File: config.mk
export PLATFORM = sky130hd
export DESIGN_NAME = uart_reg_responder_flat
export DESIGN_NICKNAME = d
export VERILOG_FILES = /design/src/rtl/uart_resp_pkg.sv /design/src/rtl/uart_reg_responder_if.sv /design/src/rtl/uart_resp_timeout.sv /design/src/rtl/uart_reg_responder.sv /design/src/flat_wrapper.sv
export SDC_FILE = /design/constraint.sdc
export NUM_CORES = 1
export LEC_CHECK = 0
export BUFFER_PORTS_ARGS = -buffer_cell sky130_fd_sc_hd__buf_2
export CORE_AREA = 2 2 96 98
export DETAILED_ROUTE_END_ITERATION = 7
export DIE_AREA = 0 0 98 100
export PLACE_DENSITY_LB_ADDON = 0.2
export SYNTH_ARGS = -nofsm -noshare
export SYNTH_HDL_FRONTEND = slang
export SYNTH_SLANG_ARGS = --single-unit
File: constraint.sdc
create_clock -name clk -period 2.98 [get_ports clk]
set_input_delay 0.745 -clock clk [delete_from_list [all_inputs] [get_ports clk]]
set_output_delay 0.745 -clock clk [all_outputs]
set_load 0.05 [all_outputs]
File: src/rtl/uart_resp_pkg.sv
// Shared constants and state encoding for the UART register responder.
package uart_resp_pkg;

    localparam logic [7:0] ACK        = 8'h06;
    localparam logic [7:0] NAK        = 8'h15;
    localparam int         CMD_WR_BIT = 7;

    typedef enum logic [1:0] {
        ST_IDLE     = 2'd0,
        ST_GET_DATA = 2'd1,
        ST_SEND     = 2'd2,
        ST_SEND_CK  = 2'd3
    } state_t;

endpackage

File: src/rtl/uart_reg_responder_if.sv
// FIFO-side handshake bundle: RX pop path and TX push path of the UART core.
interface uart_reg_responder_if;

    logic       rx_empty;
    logic [7:0] r_data;
    logic       rd_uart;
    logic       tx_full;
    logic       wr_uart;
    logic [7:0] w_data;

    // The responder initiates every pop and push, so it owns the master side.
    modport master (
        input  rx_empty, r_data, tx_full,
        output rd_uart, wr_uart, w_data
    );

    modport slave (
        output rx_empty, r_data, tx_full,
        input  rd_uart, wr_uart, w_data
    );

endinterface

File: src/rtl/uart_resp_timeout.sv
// Clear/enable cycle counter with a terminal-count flag at TIMEOUT_CYC-1.
module uart_resp_timeout #(
    parameter int TIMEOUT_CYC = 1000
) (
    input  logic clk,
    input  logic reset,
    input  logic clear,
    input  logic enable,
    output logic tc
);

    localparam int CW = $clog2(TIMEOUT_CYC);

    logic [CW-1:0] cnt_q;
    logic [CW-1:0] cnt_d;

    assign tc = (cnt_q == CW'(TIMEOUT_CYC - 1));

    // Holds at terminal count so the flag stays up until cleared.
    always_comb begin
        cnt_d = cnt_q;
        if (clear) begin
            cnt_d = '0;
        end else if (enable && !tc) begin
            cnt_d = cnt_q + 1'b1;
        end
    end

    always_ff @(posedge clk) begin
        if (!reset) begin
            cnt_q <= '0;
        end else begin
            cnt_q <= cnt_d;
        end
    end

endmodule

File: src/rtl/uart_reg_responder.sv
// Serial register-access responder: pops commands from the RX FIFO, replies via the TX FIFO.
// Optional feature macro UART_RESP_CKSUM_EN appends an XOR checksum byte after each reply.
module uart_reg_responder
    import uart_resp_pkg::*;
#(
    parameter int NUM_REGS    = 8,
    parameter int TIMEOUT_CYC = 1000
) (
    input  logic                    clk,
    input  logic                    reset,
    uart_reg_responder_if.master    fifo,
    output logic [8*NUM_REGS-1:0]   regs_q,
    output logic                    busy,
    output logic [7:0]              err_cnt
);

    localparam int ADDR_W = (NUM_REGS > 1) ? $clog2(NUM_REGS) : 1;

    state_t                  state_q, state_d;
    logic [6:0]              addr_q, addr_d;
    logic [7:0]              reply_q, reply_d;
    logic [7:0]              err_cnt_q, err_cnt_d;
    logic [8*NUM_REGS-1:0]   regs_d;
    logic                    nak;
    logic                    tmr_clear;
    logic                    tmr_enable;
    logic                    tmr_tc;
`ifdef UART_RESP_CKSUM_EN
    logic [7:0]              cksum_q, cksum_d;
`endif

    function automatic logic addr_ok(input logic [6:0] a);
        return int'(a) < NUM_REGS;
    endfunction

    uart_resp_timeout #(.TIMEOUT_CYC(TIMEOUT_CYC)) u_timeout (
        .clk    (clk),
        .reset  (reset),
        .clear  (tmr_clear),
        .enable (tmr_enable),
        .tc     (tmr_tc)
    );

    assign fifo.rd_uart = reset && (state_q == ST_IDLE || state_q == ST_GET_DATA) && !fifo.rx_empty;
    assign fifo.wr_uart = reset && (state_q == ST_SEND || state_q == ST_SEND_CK) && !fifo.tx_full;
    assign fifo.w_data  = reply_q;
    assign busy         = reset && (state_q != ST_IDLE);
    assign err_cnt      = err_cnt_q;

    always_comb begin
        state_d    = state_q;
        addr_d     = addr_q;
        reply_d    = reply_q;
        regs_d     = regs_q;
        err_cnt_d  = err_cnt_q;
        nak        = 1'b0;
        tmr_clear  = 1'b0;
        tmr_enable = 1'b0;
`ifdef UART_RESP_CKSUM_EN
        cksum_d    = cksum_q;
`endif
        case (state_q)
            ST_IDLE: begin
                if (!fifo.rx_empty) begin
                    addr_d = fifo.r_data[6:0];
`ifdef UART_RESP_CKSUM_EN
                    cksum_d = fifo.r_data;
`endif
                    if (fifo.r_data[CMD_WR_BIT]) begin
                        state_d   = ST_GET_DATA;
                        tmr_clear = 1'b1;
                    end else begin
                        state_d = ST_SEND;
                        if (addr_ok(fifo.r_data[6:0])) begin
                            reply_d = regs_q[8*int'(fifo.r_data[ADDR_W-1:0]) +: 8];
                        end else begin
                            reply_d = NAK;
                            nak     = 1'b1;
                        end
                    end
                end
            end
            ST_GET_DATA: begin
                // An arriving data byte takes priority over a simultaneous timeout.
                if (!fifo.rx_empty) begin
                    state_d = ST_SEND;
`ifdef UART_RESP_CKSUM_EN
                    cksum_d = cksum_q ^ fifo.r_data;
`endif
                    if (addr_ok(addr_q)) begin
                        regs_d[8*int'(addr_q[ADDR_W-1:0]) +: 8] = fifo.r_data;
                        reply_d = ACK;
                    end else begin
                        reply_d = NAK;
                        nak     = 1'b1;
                    end
                end else if (tmr_tc) begin
                    state_d = ST_SEND;
                    reply_d = NAK;
                    nak     = 1'b1;
                end else begin
                    tmr_enable = 1'b1;
                end
            end
            ST_SEND: begin
                if (!fifo.tx_full) begin
`ifdef UART_RESP_CKSUM_EN
                    reply_d = cksum_q ^ reply_q;
                    state_d = ST_SEND_CK;
`else
                    state_d = ST_IDLE;
`endif
                end
            end
            ST_SEND_CK: begin
                if (!fifo.tx_full) begin
                    state_d = ST_IDLE;
                end
            end
            default: state_d = ST_IDLE;
        endcase
        if (nak && (err_cnt_q != 8'hFF)) begin
            err_cnt_d = err_cnt_q + 8'd1;
        end
    end

    always_ff @(posedge clk) begin
        if (!reset) begin
            state_q   <= ST_IDLE;
            addr_q    <= '0;
            reply_q   <= '0;
            err_cnt_q <= '0;
            regs_q    <= '0;
`ifdef UART_RESP_CKSUM_EN
            cksum_q   <= '0;
`endif
        end else begin
            state_q   <= state_d;
            addr_q    <= addr_d;
            reply_q   <= reply_d;
            err_cnt_q <= err_cnt_d;
            regs_q    <= regs_d;
`ifdef UART_RESP_CKSUM_EN
            cksum_q   <= cksum_d;
`endif
        end
    end

endmodule

File: src/flat_wrapper.sv
// flat-port wrapper written by rule: the top's interface ports become plain ports
module uart_reg_responder_flat import uart_resp_pkg::*;
#(
    parameter int NUM_REGS    = 8,
    parameter int TIMEOUT_CYC = 1000
)
  (clk, reset, regs_q, busy, err_cnt, fifo_rx_empty, fifo_r_data, fifo_tx_full, fifo_rd_uart, fifo_wr_uart, fifo_w_data);
  uart_reg_responder_if fifo_i ();
  input  logic clk;
  input  logic reset;
  output logic [8*NUM_REGS-1:0] regs_q;
  output logic busy;
  output logic [7:0] err_cnt;
  input wire logic [$bits(fifo_i.rx_empty)-1:0] fifo_rx_empty;
  input wire logic [$bits(fifo_i.r_data)-1:0] fifo_r_data;
  input wire logic [$bits(fifo_i.tx_full)-1:0] fifo_tx_full;
  output wire logic [$bits(fifo_i.rd_uart)-1:0] fifo_rd_uart;
  output wire logic [$bits(fifo_i.wr_uart)-1:0] fifo_wr_uart;
  output wire logic [$bits(fifo_i.w_data)-1:0] fifo_w_data;
  assign fifo_i.rx_empty = fifo_rx_empty;
  assign fifo_i.r_data = fifo_r_data;
  assign fifo_i.tx_full = fifo_tx_full;
  assign fifo_rd_uart = fifo_i.rd_uart;
  assign fifo_wr_uart = fifo_i.wr_uart;
  assign fifo_w_data = fifo_i.w_data;
  uart_reg_responder #(.NUM_REGS(NUM_REGS), .TIMEOUT_CYC(TIMEOUT_CYC)) u_core (.clk(clk), .reset(reset), .fifo(fifo_i), .regs_q(regs_q), .busy(busy), .err_cnt(err_cnt));
endmodule
==> summary.md, run 1 <==
| Metric | Value |
|---|---|
| Startpoint types | `flop` |
| Largest net degree at the start of global routing | `63` |
| Distinct cell type count after synthesis | `58` |
| First-pass GRT wire length | `19400 microns` |
| Power share of the combinational group | `10.6%` |
| Root Driver | `clkbuf_8` |
| Post-cts resize count | `0` |
| GR Layer Usage met2 | `38.83%` |
| Net Count, Synth | `508` |
| Tmin final | `2.309 ns` |
| Routed WL | `12020 microns` |
| Die footprint | `9800 sq um` |
| Initial antenna violation count | `0` |
| Async SR Flop Fraction | `0%` |
| Initial core utilization | `52.75%` |
| Number of global-route vias before repair | `3662` |
| Layout cells sized above 1 | `32.01%` |
| Critical-path top delay cell | `or4_1` |
| Internal power | `1.903 mW` |
| DRT antenna net count | `0` |
| Clk Latency, worst-skew pair | `0.37 ns` |
| Post-Syn Area | `4689 sq um` |
| Dpl hpwl | `8581 microns` |
| Finish-stage setup viols | `0` |
| DRC | `0` |
| Clock power frac | `37.1%` |
| Sw Pwr | `0.6947 mW` |
| H-Tree Depth | `3` |
| Grt total ovfl | `0` |
| Layout Utilization | `60.75%` |
| Clock slew at reported path FFs | `0.11 ns` |
| CP Capture Point | `u_core.regs_q[4]$_SDFFE_PN0P_` |
| Normalized max-slew margin | `39.65%` |
| Hold depth | `1` |
| Critical path class | `reg2reg` |
| Starting DRT DRC Count | `174` |
| Die X | `98 microns` |
| Diodes inserted | `0` |
| Slowest stage delay, CP | `0.90 ns` |
| GR peak layer | `met2` |
| CORE AREA | `8890 sq um` |
| R2r startpoint | `u_core.addr_q[0]$_SDFFE_PN0P_` |
| Register Area | `1982 sq um` |
| CTS tree | `yes` |
| DR pass1 iterations | `4` |
| Seq cells post-synth | `99` |
| Die height | `100 microns` |
| Avg Cell Area, Syn | `9.532 sq um` |
| Reg2Reg Depth | `6` |
| Row cnt | `35` |
| Setup repair after global routing missed its margin | `false` |
| Pwr/cell area | `481.0 nW/um^2` |
| Worst EP required | `3.23 ns` |
| Number of max-cap violations | `0` |
| Post-CTS Setup Bufs | `0` |
| Hold_buf cts | `0` |
| Total track usage | `24.83%` |
| Multi-input logic area | `2470 sq um` |
| Period utilisation layout | `77.47%` |
| Routability cong. | `0.8213` |
| Worst EP arrival | `2.56 ns` |
| FF-to-FF End | `u_core.regs_q[4]$_SDFFE_PN0P_` |
| CP startpoint | `u_core.addr_q[0]$_SDFFE_PN0P_` |
| Max Transition Viols Final | `0` |
| Peak VDD IR | `0.2829 mV` |
| Final Hold Viols | `0` |
| Vias per inst | `5.758` |
| DR vias | `3967` |
| Yosys warnings | `0` |
| TNS Setup | `0 ns` |
| CP Cell Sequence | `inv_1 > ha_1 > ha_1 > or4_1 > nand3_1 > o21ai_2` |
| Ys flop type | `dfxtp_1` |
| Max clock buf depth | `2` |
| Mapped Cells | `492` |
| P&R area growth vs syn | `15.15%` |
| Worst reg-to-reg setup slack | `0.67 ns` |
| Sequential share of power | `52.4%` |
| Run status | `completed` |
| Most common cell on crit path | `ha_1` |
| Tightest Hold Check Type | `reg2reg` |
| Measured slew at the worst slew-check pin | `0.8984 ns` |
| Sinks on Clock Net | `99` |
| WL per Instance | `17.44 microns` |
| CP delay by family, top | `simple AND/OR/NAND/NOR gates` |
| GR Layer Usage met3 | `5.223%` |
| WP buf/inv | `1` |
| Skew final | `0.02015 ns` |
| Nets | `589` |
| Leak | `2.280 nW` |
| Fmax | `433.2 MHz` |
| Sw frac | `26.75%` |
| Post-synth EDFFs | `0` |
| Met1 global-route usage | `33.90%` |
| I/O pin cnt | `95` |
| Register area share after synthesis | `42.26%` |
| CP max FO | `16` |
| Layout fillers | `790` |
| Crit. End Element | `flop` |
| Stages on the worst setup path | `6` |
| Buffers on Ports | `94` |
| Inserted Clock Buffers | `9` |
[state kept, by name, summed over array words and instances, names as in the netlist]
signal and count:
u_core.err_cnt 8, u_core.addr_q 7, u_core.u_timeout.cnt_q 10, u_core.state_q 2
u_core.regs_q 64, u_core.fifo.w_data 8
[how the worst min path moves through the flow]
stage / startpoint / endpoint / slack, ns
5_1_grt: u_core.fifo.w_data[3]$_SDFFE_PN0P_ / u_core.fifo.w_data[3]$_SDFFE_PN0P_ / 0.48
2_1_floorplan: u_core.u_timeout.cnt_q[9]$_SDFFE_PP0P_ / u_core.u_timeout.cnt_q[9]$_SDFFE_PP0P_ / 0.48
3_5_place_dp: u_core.fifo.w_data[3]$_SDFFE_PN0P_ / u_core.fifo.w_data[3]$_SDFFE_PN0P_ / 0.44
4_1_cts: u_core.fifo.w_data[3]$_SDFFE_PN0P_ / u_core.fifo.w_data[3]$_SDFFE_PN0P_ / 0.47
3_3_place_gp: u_core.fifo.w_data[6]$_SDFFE_PN0P_ / u_core.fifo.w_data[6]$_SDFFE_PN0P_ / 0.44
6_report: u_core.fifo.w_data[3]$_SDFFE_PN0P_ / u_core.fifo.w_data[3]$_SDFFE_PN0P_ / 0.47
[cells in the mapped netlist (2+ instances only)]
library cell | count | share of area [%]
dfxtp_1 | 99 | 42
nand2_1 | 56 | 4.5
nand3_1 | 52 | 5.5
nor2_1 | 43 | 3.4
a21oi_1 | 29 | 3.1
mux2i_1 | 28 | 6.0
o21ai_2 | 22 | 4.1
mux4_2 | 16 | 7.7
clkbuf_1 | 13 | 1.0
buf_2 | 11 | 1.2
o31ai_1 | 8 | 1.3
inv_1 | 7 | 0.56
or3_1 | 7 | 0.93
nand2b_1 | 6 | 0.80
nand4_1 | 6 | 0.80
o2bb2ai_1 | 6 | 1.1
or2_2 | 6 | 0.80
xnor2_1 | 6 | 1.1
o21ai_0 | 5 | 0.53
xor2_1 | 5 | 0.93
buf_6 | 4 | 0.96
ha_1 | 4 | 1.1
nor3_1 | 4 | 0.43
and3_1 | 3 | 0.40
buf_1 | 3 | 0.24
buf_4 | 3 | 0.48
o21ai_1 | 3 | 0.32
or4_1 | 3 | 0.48
a31oi_1 | 2 | 0.27
nand3_2 | 2 | 0.43
nor4_1 | 2 | 0.27
nor4_4 | 2 | 0.91
[layer usage]
layer | part of all wire (%) | up-vias
met5 | 0 | -
met4 | 2.2 | 0
met3 | 6.5 | 19
met2 | 47 | 132
met1 | 44 | 1903
li1 | - | 1913
[power groups by stage]
stage / Clock, mW / Sequential [mW] / Combinational, mW
5_1_grt: 1.03 / 1.36 / 0.297
4_1_cts: 0.975 / 1.36 / 0.274
3_3_place_gp: 0 / 1.39 / 0.269
3_5_place_dp: 0 / 1.39 / 0.274
6_report: 0.963 / 1.36 / 0.274
2_1_floorplan: 0 / 1.42 / 0.177
[per-stage QoR]
stage	hold WS, ns	total power [mW]	area [sq um]	worst slack (ns)	instances
5_1_grt	0.4791	2.693	5400	0.5742	689
6_report	0.4662	2.598	5400	0.6715	689
3_3_place_gp	0.4395	1.659	5177	0.4869	673
4_1_cts	0.4693	2.610	5400	0.6669	689
3_5_place_dp	0.4415	1.665	5177	0.4109	673
2_1_floorplan	0.4770	1.592	4690	0.07291	492
[worst register-to-register path, stage by stage, from the launching register on]
cell and delay, ns:
dfxtp_1 0.34, inv_1 0.06, ha_1 0.19, ha_1 0.38
or4_1 0.90, nand3_1 0.27, o21ai_2 0.07
[layout by cell type (no fill, tap or decap), drive strengths merged, types with 3 or more instances in the layout]
cell,n
nor3,5
or4,3
or3,8
or2,6
nand4,7
nand2b,6
nor4,4
dfxtp,99
clkbuf,9
o21ai,30
o31ai,8
and3,4
buf,106
a21oi,29
mux4,16
mux2i,28
xor2,5
ha,4
xnor2,6
o2bb2ai,6
inv,9
nand3,55
nor2,43
nand2,57
[kinds of logic (layout without fill, tap and decap cells)]
group	after synthesis	count (layout)	synth area share, %
adders and majority gates	4	4	1.067
DFF	99	99	42.26
and+or+nand+nor	211	211	23.77
AOI/OAI and AO/OA	79	79	11.87
muxes	45	45	13.90
buffers and inverters	43	129	5.069
xor gates and xnor gates	11	11	2.054
[final cells by class]
class	instances	share of cell area, %
Tap cell	111	2.572
Inverter	7	0.4866
Timing Repair Buffer	106	10.38
Sequential cell	99	36.70
Multi-Input combinational cell	350	45.74
Clock inverter	7	1.830
Clock buffer	9	2.294
No activity file was read; power rests on OpenSTA's default activity.
==> run 2, diff against run 1 <==
clock period = 2.33 ns   (was 2.98 ns; I/O delays follow)
==> summary.md, run 2 (synthesis results as in run 1) <==
| Metric | Value |
|---|---|
| Run status | `completed` |
| DRT antenna net count | `0 (unchanged)` |
| Initial antenna violation count | `0 (unchanged)` |
| Die footprint | `9800 sq um (unchanged)` |
| Layout Utilization | `62.14% (+1.4 points)` |
| Leak | `2.349 nW (+3.0%)` |
| DRC | `0 (unchanged)` |
| Final Hold Viols | `0 (unchanged)` |
| Measured slew at the worst slew-check pin | `0.5720 ns (-0.3264 ns)` |
| Most common cell after layout, fill and taps aside | `dfxtp_1` |
| Worst EP arrival | `2.42 ns (-0.14 ns)` |
| Critical path class | `reg2reg` |
| Number of max-cap violations | `0 (unchanged)` |
| Largest regs | `u_core.regs_q: 64 flops, u_core.u_timeout.cnt_q: 10 flops` |
| Skew final | `0.01256 ns (-0.007588 ns)` |
| Clock slew at reported path FFs | `0.10 ns (about the same)` |
| Finished Layout Cells | `702 (+1.9%)` |
| Commonest cells after routing, fill and taps aside | `dfxtp_1, buf_2, nand2_1` |
| Peak VDD IR | `0.2822 mV (-0.26%)` |
| Hold_buf cts | `0 (unchanged)` |
| Number of global-route vias before repair | `3764 (+2.8%)` |
| Fmax | `464.0 MHz (+7.1%)` |
| Setup repair after global routing missed its margin | `false` |
| Root Driver | `clkbuf_8` |
| Fin Hold WS | `0.4741 ns (+0.007896 ns)` |
| Post-cts resize count | `0 (unchanged)` |
| Nets | `602 (+2.2%)` |
| Routed WL | `12320 microns (+2.5%)` |
| Largest register FFs | `64 (unchanged)` |
| R2r startpoint | `u_core.addr_q[0]$_SDFFE_PN0P_` |
| Hold wc startpoint | `u_core.fifo.w_data[7]$_SDFFE_PN0P_` |
| Grt total ovfl | `0 (unchanged)` |
| Die height | `100 microns (unchanged)` |
| CTS tree | `yes` |
| CORE AREA | `8890 sq um (unchanged)` |
| CP startpoint | `u_core.addr_q[0]$_SDFFE_PN0P_` |
| I/O pin cnt | `95 (unchanged)` |
| Normalized max-slew margin | `61.87% (+22 points)` |
| Period utilisation layout | `92.49% (+15 points)` |
| Pwr/cell area | `591.5 nW/um^2 (+23%)` |
| Total track usage | `25.06% (+0.23 points)` |
| DR vias | `4037 (+1.8%)` |
| Crit. End Element | `flop` |
| Largest net degree at the start of global routing | `63 (unchanged)` |
| Vias per inst | `5.751 (-0.12%)` |
| Initial core utilization | `52.75% (unchanged)` |
| Die X | `98 microns (unchanged)` |
| CP Cell Sequence | `inv_1 > ha_1 > ha_4 > and2b_2 > or4b_1 > buf_4 > nand3_1 > o21ai_2` |
| Row cnt | `35 (unchanged)` |
| Critical-path top delay cell | `or4b_1` |
| CP max FO | `14 (-2)` |
| Buffers on Ports | `94 (unchanged)` |
| Tmin final | `2.155 ns (-0.1536 ns)` |
| Layout cells sized above 1 | `34.01% (+2.0 points)` |
| Finish-stage setup viols | `0 (unchanged)` |
| Top reg by flops | `u_core.regs_q` |
| First-pass GRT wire length | `19460 microns (+0.36%)` |
| P&R area growth vs syn | `17.80%` |
| Max clock buf depth | `2 (unchanged)` |
| Max Transition Viols Final | `0 (unchanged)` |
| Slowest stage delay, CP | `0.47 ns (-0.43 ns)` |
| Sinks on Clock Net | `99 (unchanged)` |
| Layout fillers | `810 (+2.5%)` |
| Routability cong. | `0.8693 (+5.8%)` |
| Clk Latency, worst-skew pair | `0.37 ns (about the same)` |
| Tightest Hold Check Type | `reg2reg` |
| Post-CTS Setup Bufs | `0 (unchanged)` |
| Starting DRT DRC Count | `191 (+9.8%)` |
| DR pass1 iterations | `5 (+1)` |
| Worst EP required | `2.60 ns (-0.63 ns)` |
| Inserted Clock Buffers | `9 (unchanged)` |
| WL per Instance | `17.54 microns (+0.57%)` |
| Diodes inserted | `0 (unchanged)` |
| H-Tree Depth | `3 (unchanged)` |
| Dpl hpwl | `9039 microns (+5.3%)` |
| Startpoint types | `flop` |
| Post-Place Cells | `686 (+1.9%)` |
[run 2: cell count changes in the layout (fill, tap and decap cells not counted), sizes merged]
| cell | before | now |
|---|---|---|
| inv | 9 | 11 |
| bufinv | 2 | 1 |
| buf | 106 | 119 |
| clkinvlp | 1 | 0 |
[run 2: worst max-delay path, delay by kind of cell (launching register included)]
family / cells / cell delay (ns)
flip-flops: 1 / 0.34
AND/OR/NAND/NOR: 3 / 0.82
AO/OA/AOI/OAI: 1 / 0.06
adder cells (fa/ha/maj): 2 / 0.55
buffers and inverters: 2 / 0.29
[run 2: path summary, 6_finish.rpt]
check                           slack [ns]  cells past startpoint                            endpoint
worst max register to register        0.18                      8      u_core.regs_q[28]$_SDFFE_PN0P_
worst max-delay path                  0.18                      8      u_core.regs_q[28]$_SDFFE_PN0P_
worst min-delay path                  0.47                      1  u_core.fifo.w_data[7]$_SDFFE_PN0P_
worst min register to register        0.47                      1  u_core.fifo.w_data[7]$_SDFFE_PN0P_
[run 2: area by class of cell]
cell class | instances | area [sq um] | area share (%)
multi-input cells | 350 | 2487 | 45.03
flip-flops and latches | 99 | 1983 | 35.90
repair buffers | 119 | 683.2 | 12.37
well taps | 111 | 138.9 | 2.514
clock buffers | 9 | 123.9 | 2.242
clock inverters | 7 | 81.33 | 1.472
inverters | 7 | 26.28 | 0.4757
[run 2: layer usage]
| layer | GRT usage, % | vias up | share of wire [%] |
|---|---|---|---|
| li1 | - | 1954 | - |
| met1 | 34.61 | 1941 | 45 |
| met2 | 40.99 | 123 | 48 |
| met3 | 3.343 | 19 | 5.2 |
| met4 | 8.333 | 0 | 1.9 |
| met5 | 0 | - | 0 |
[run 2: per-stage QoR]
stage | power [mW] | setup slack [ns] | TNS [ns] | area (sq um)
detailed placement | 2.159 | 0.1682 | 0 | 5319
finish | 3.267 | 0.1751 | 0 | 5524
global route | 3.379 | 0.06451 | 0 | 5524
floorplan | 2.045 | -0.09203 | -0.1841 | 4711
CTS | 3.286 | 0.1859 | 0 | 5524
global placement | 2.153 | 0.2024 | 0 | 5319
[run 2: report_power, final]
group / total (mW) / switching, mW / internal, mW
clock network: 1.15 / 0.629 / 0.516
registers: 1.74 / 0.0222 / 1.71
logic: 0.385 / 0.256 / 0.128
total: 3.27 / 0.908 / 2.36
==> run 3, diff against run 2 <==
PLACE_DENSITY_LB_ADDON = 0.1   (was 0.2)
==> summary.md, run 3 (synthesis results as in run 1) <==
| Metric | Value |
|---|---|
| Post-cts resize count | `0 (unchanged)` |
| Pwr/cell area | `605.3 nW/um^2 (+2.3%)` |
| WL per Instance | `17.66 microns (+0.64%)` |
| Die X | `98 microns (unchanged)` |
| Die footprint | `9800 sq um (unchanged)` |
| TNS Setup | `0 ns (unchanged)` |
| Setup ws final | `0.1559 ns (-0.01919 ns)` |
| Largest regs | `u_core.regs_q: 64 flops, u_core.u_timeout.cnt_q: 10 flops` |
| Finished Layout Cells | `703 (+0.14%)` |
| Nets | `604 (+0.33%)` |
| Setup repair after global routing missed its margin | `false` |
| DR pass1 iterations | `5 (unchanged)` |
| Initial antenna violation count | `0 (unchanged)` |
| Layout cells sized above 1 | `34.12% (+0.11 points)` |
| Total track usage | `25.30% (+0.24 points)` |
| First-pass GRT wire length | `19620 microns (+0.82%)` |
| Root Driver | `clkbuf_8` |
| Clock slew at reported path FFs | `0.10 ns (about the same)` |
| Worst EP required | `2.60 ns (about the same)` |
| Inserted Clock Buffers | `9 (unchanged)` |
| Post-CTS Setup Bufs | `0 (unchanged)` |
| Hold_buf cts | `0 (unchanged)` |
| Most common cell after layout, fill and taps aside | `dfxtp_1` |
| I/O pin cnt | `95 (unchanged)` |
| Measured slew at the worst slew-check pin | `0.6121 ns (+0.04010 ns)` |
| Largest net degree at the start of global routing | `63 (unchanged)` |
| WP buf/inv | `2 (unchanged)` |
| Run status | `completed` |
| Critical path class | `reg2reg` |
| Starting DRT DRC Count | `267 (+40%)` |
| Tightest Hold Check Type | `reg2reg` |
| Normalized max-slew margin | `58.82% (-3.0 points)` |
| Fmax | `460.0 MHz (-0.88%)` |
| Peak VDD IR | `0.3041 mV (+7.8%)` |
| Top reg by flops | `u_core.regs_q` |
| Dpl hpwl | `8912 microns (-1.4%)` |
| Period utilisation layout | `93.31% (+0.82 points)` |
| Total power | `3.350 mW (+2.5%)` |
| Routed WL | `12410 microns (+0.79%)` |
| Leak | `2.350 nW (about the same)` |
| Commonest cells after routing, fill and taps aside | `dfxtp_1, buf_2, nand2_1` |
| Tmin final | `2.174 ns (+0.01919 ns)` |
| DRT antenna net count | `0 (unchanged)` |
| Vias per inst | `5.734 (-0.29%)` |
| Layout Utilization | `62.25% (+0.11 points)` |
| CP max FO | `8 (-6)` |
| Crit. End Element | `flop` |
| Critical-path top delay cell | `or4b_1` |
| Final Hold Viols | `0 (unchanged)` |
| Max Transition Viols Final | `0 (unchanged)` |
| Number of global-route vias before repair | `3774 (+0.27%)` |
| Grt total ovfl | `0 (unchanged)` |
| Pre-CTS setup slack | `0.1637 ns (-0.004483 ns)` |
| Skew final | `0.01966 ns (+0.007097 ns)` |
| CORE AREA | `8890 sq um (unchanged)` |
| CP Cell Sequence | `inv_1 > ha_1 > ha_4 > and2b_2 > or4b_1 > buf_4 > nand3_1 > o21ai_2` |
| P&R area growth vs syn | `18.01%` |
| Number of max-cap violations | `0 (unchanged)` |
| Initial core utilization | `52.75% (unchanged)` |
| Largest register FFs | `64 (unchanged)` |
| H-Tree Depth | `3 (unchanged)` |
| Post-Place Cells | `688 (+0.29%)` |
| Routability cong. | `0.8438 (-2.9%)` |
| Die height | `100 microns (unchanged)` |
| CP delay by family, top | `simple AND/OR/NAND/NOR gates` |
| Finish-stage setup viols | `0 (unchanged)` |
| CTS tree | `yes` |
| Clk Latency, worst-skew pair | `0.38 ns (about the same)` |
| Slowest stage delay, CP | `0.49 ns (+0.02 ns)` |
| Diodes inserted | `0 (unchanged)` |
| DRC | `0 (unchanged)` |
| DR vias | `4031 (-0.15%)` |
| Max clock buf depth | `2 (unchanged)` |
| Row cnt | `35 (unchanged)` |
| Worst EP arrival | `2.44 ns (+0.02 ns)` |
| Startpoint types | `flop` |
| Sinks on Clock Net | `99 (unchanged)` |
| Buffers on Ports | `94 (unchanged)` |
-- run 3: worst paths after layout --
path / from / to / slack, ns / depth (start not counted)
worst min register to register: u_core.fifo.w_data[0]$_SDFFE_PN0P_ / u_core.fifo.w_data[0]$_SDFFE_PN0P_ / 0.47 / 2
worst min-delay path: u_core.fifo.w_data[0]$_SDFFE_PN0P_ / u_core.fifo.w_data[0]$_SDFFE_PN0P_ / 0.47 / 2
worst max register to register: u_core.addr_q[1]$_SDFFE_PN0P_ / u_core.regs_q[25]$_SDFFE_PN0P_ / 0.16 / 8
worst max-delay path: u_core.addr_q[1]$_SDFFE_PN0P_ / u_core.regs_q[25]$_SDFFE_PN0P_ / 0.16 / 8
-- run 3: through the flow --
stage,cell area [sq um],hold slack [ns]
after floorplan,4711,0.4770
after global placement,5321,0.4454
after detailed placement,5321,0.4494
after CTS,5534,0.4731
after global routing,5534,0.4875
final,5534,0.4681
-- run 3: layout make-up --
type	instances	area [sq um]
clock inverter	6	88.84
multi-input combinational	350	2487
inverter	7	26.28
sequential	99	1983
tap	111	138.9
fill	826	3356
timing repair buffer	121	685.7
clock buffer	9	123.9
-- run 3: worst min-delay path: stages (launching register included) --
cell	delay, ns
dfxtp_1	0.32
nand2_1	0.05
o2bb2ai_1	0.06
-- run 3: routing by layer --
layer | up-vias | wire [microns] | GRT usage [%]
met5 | - | 0 | 0
met4 | 0 | 267 | 9.722
met3 | 18 | 680 | 4.318
met2 | 122 | 5839 | 41.10
met1 | 1942 | 5626 | 34.04
li1 | 1949 | - | -
-- run 3: power by group --
| part | internal [mW] | total [mW] | leakage (nW) | switching (mW) |
|---|---|---|---|---|
| clock network | 0.601 | 1.23 | 0.102 | 0.627 |
| registers | 1.71 | 1.74 | 0.800 | 0.0219 |
| logic | 0.127 | 0.385 | 1.45 | 0.258 |
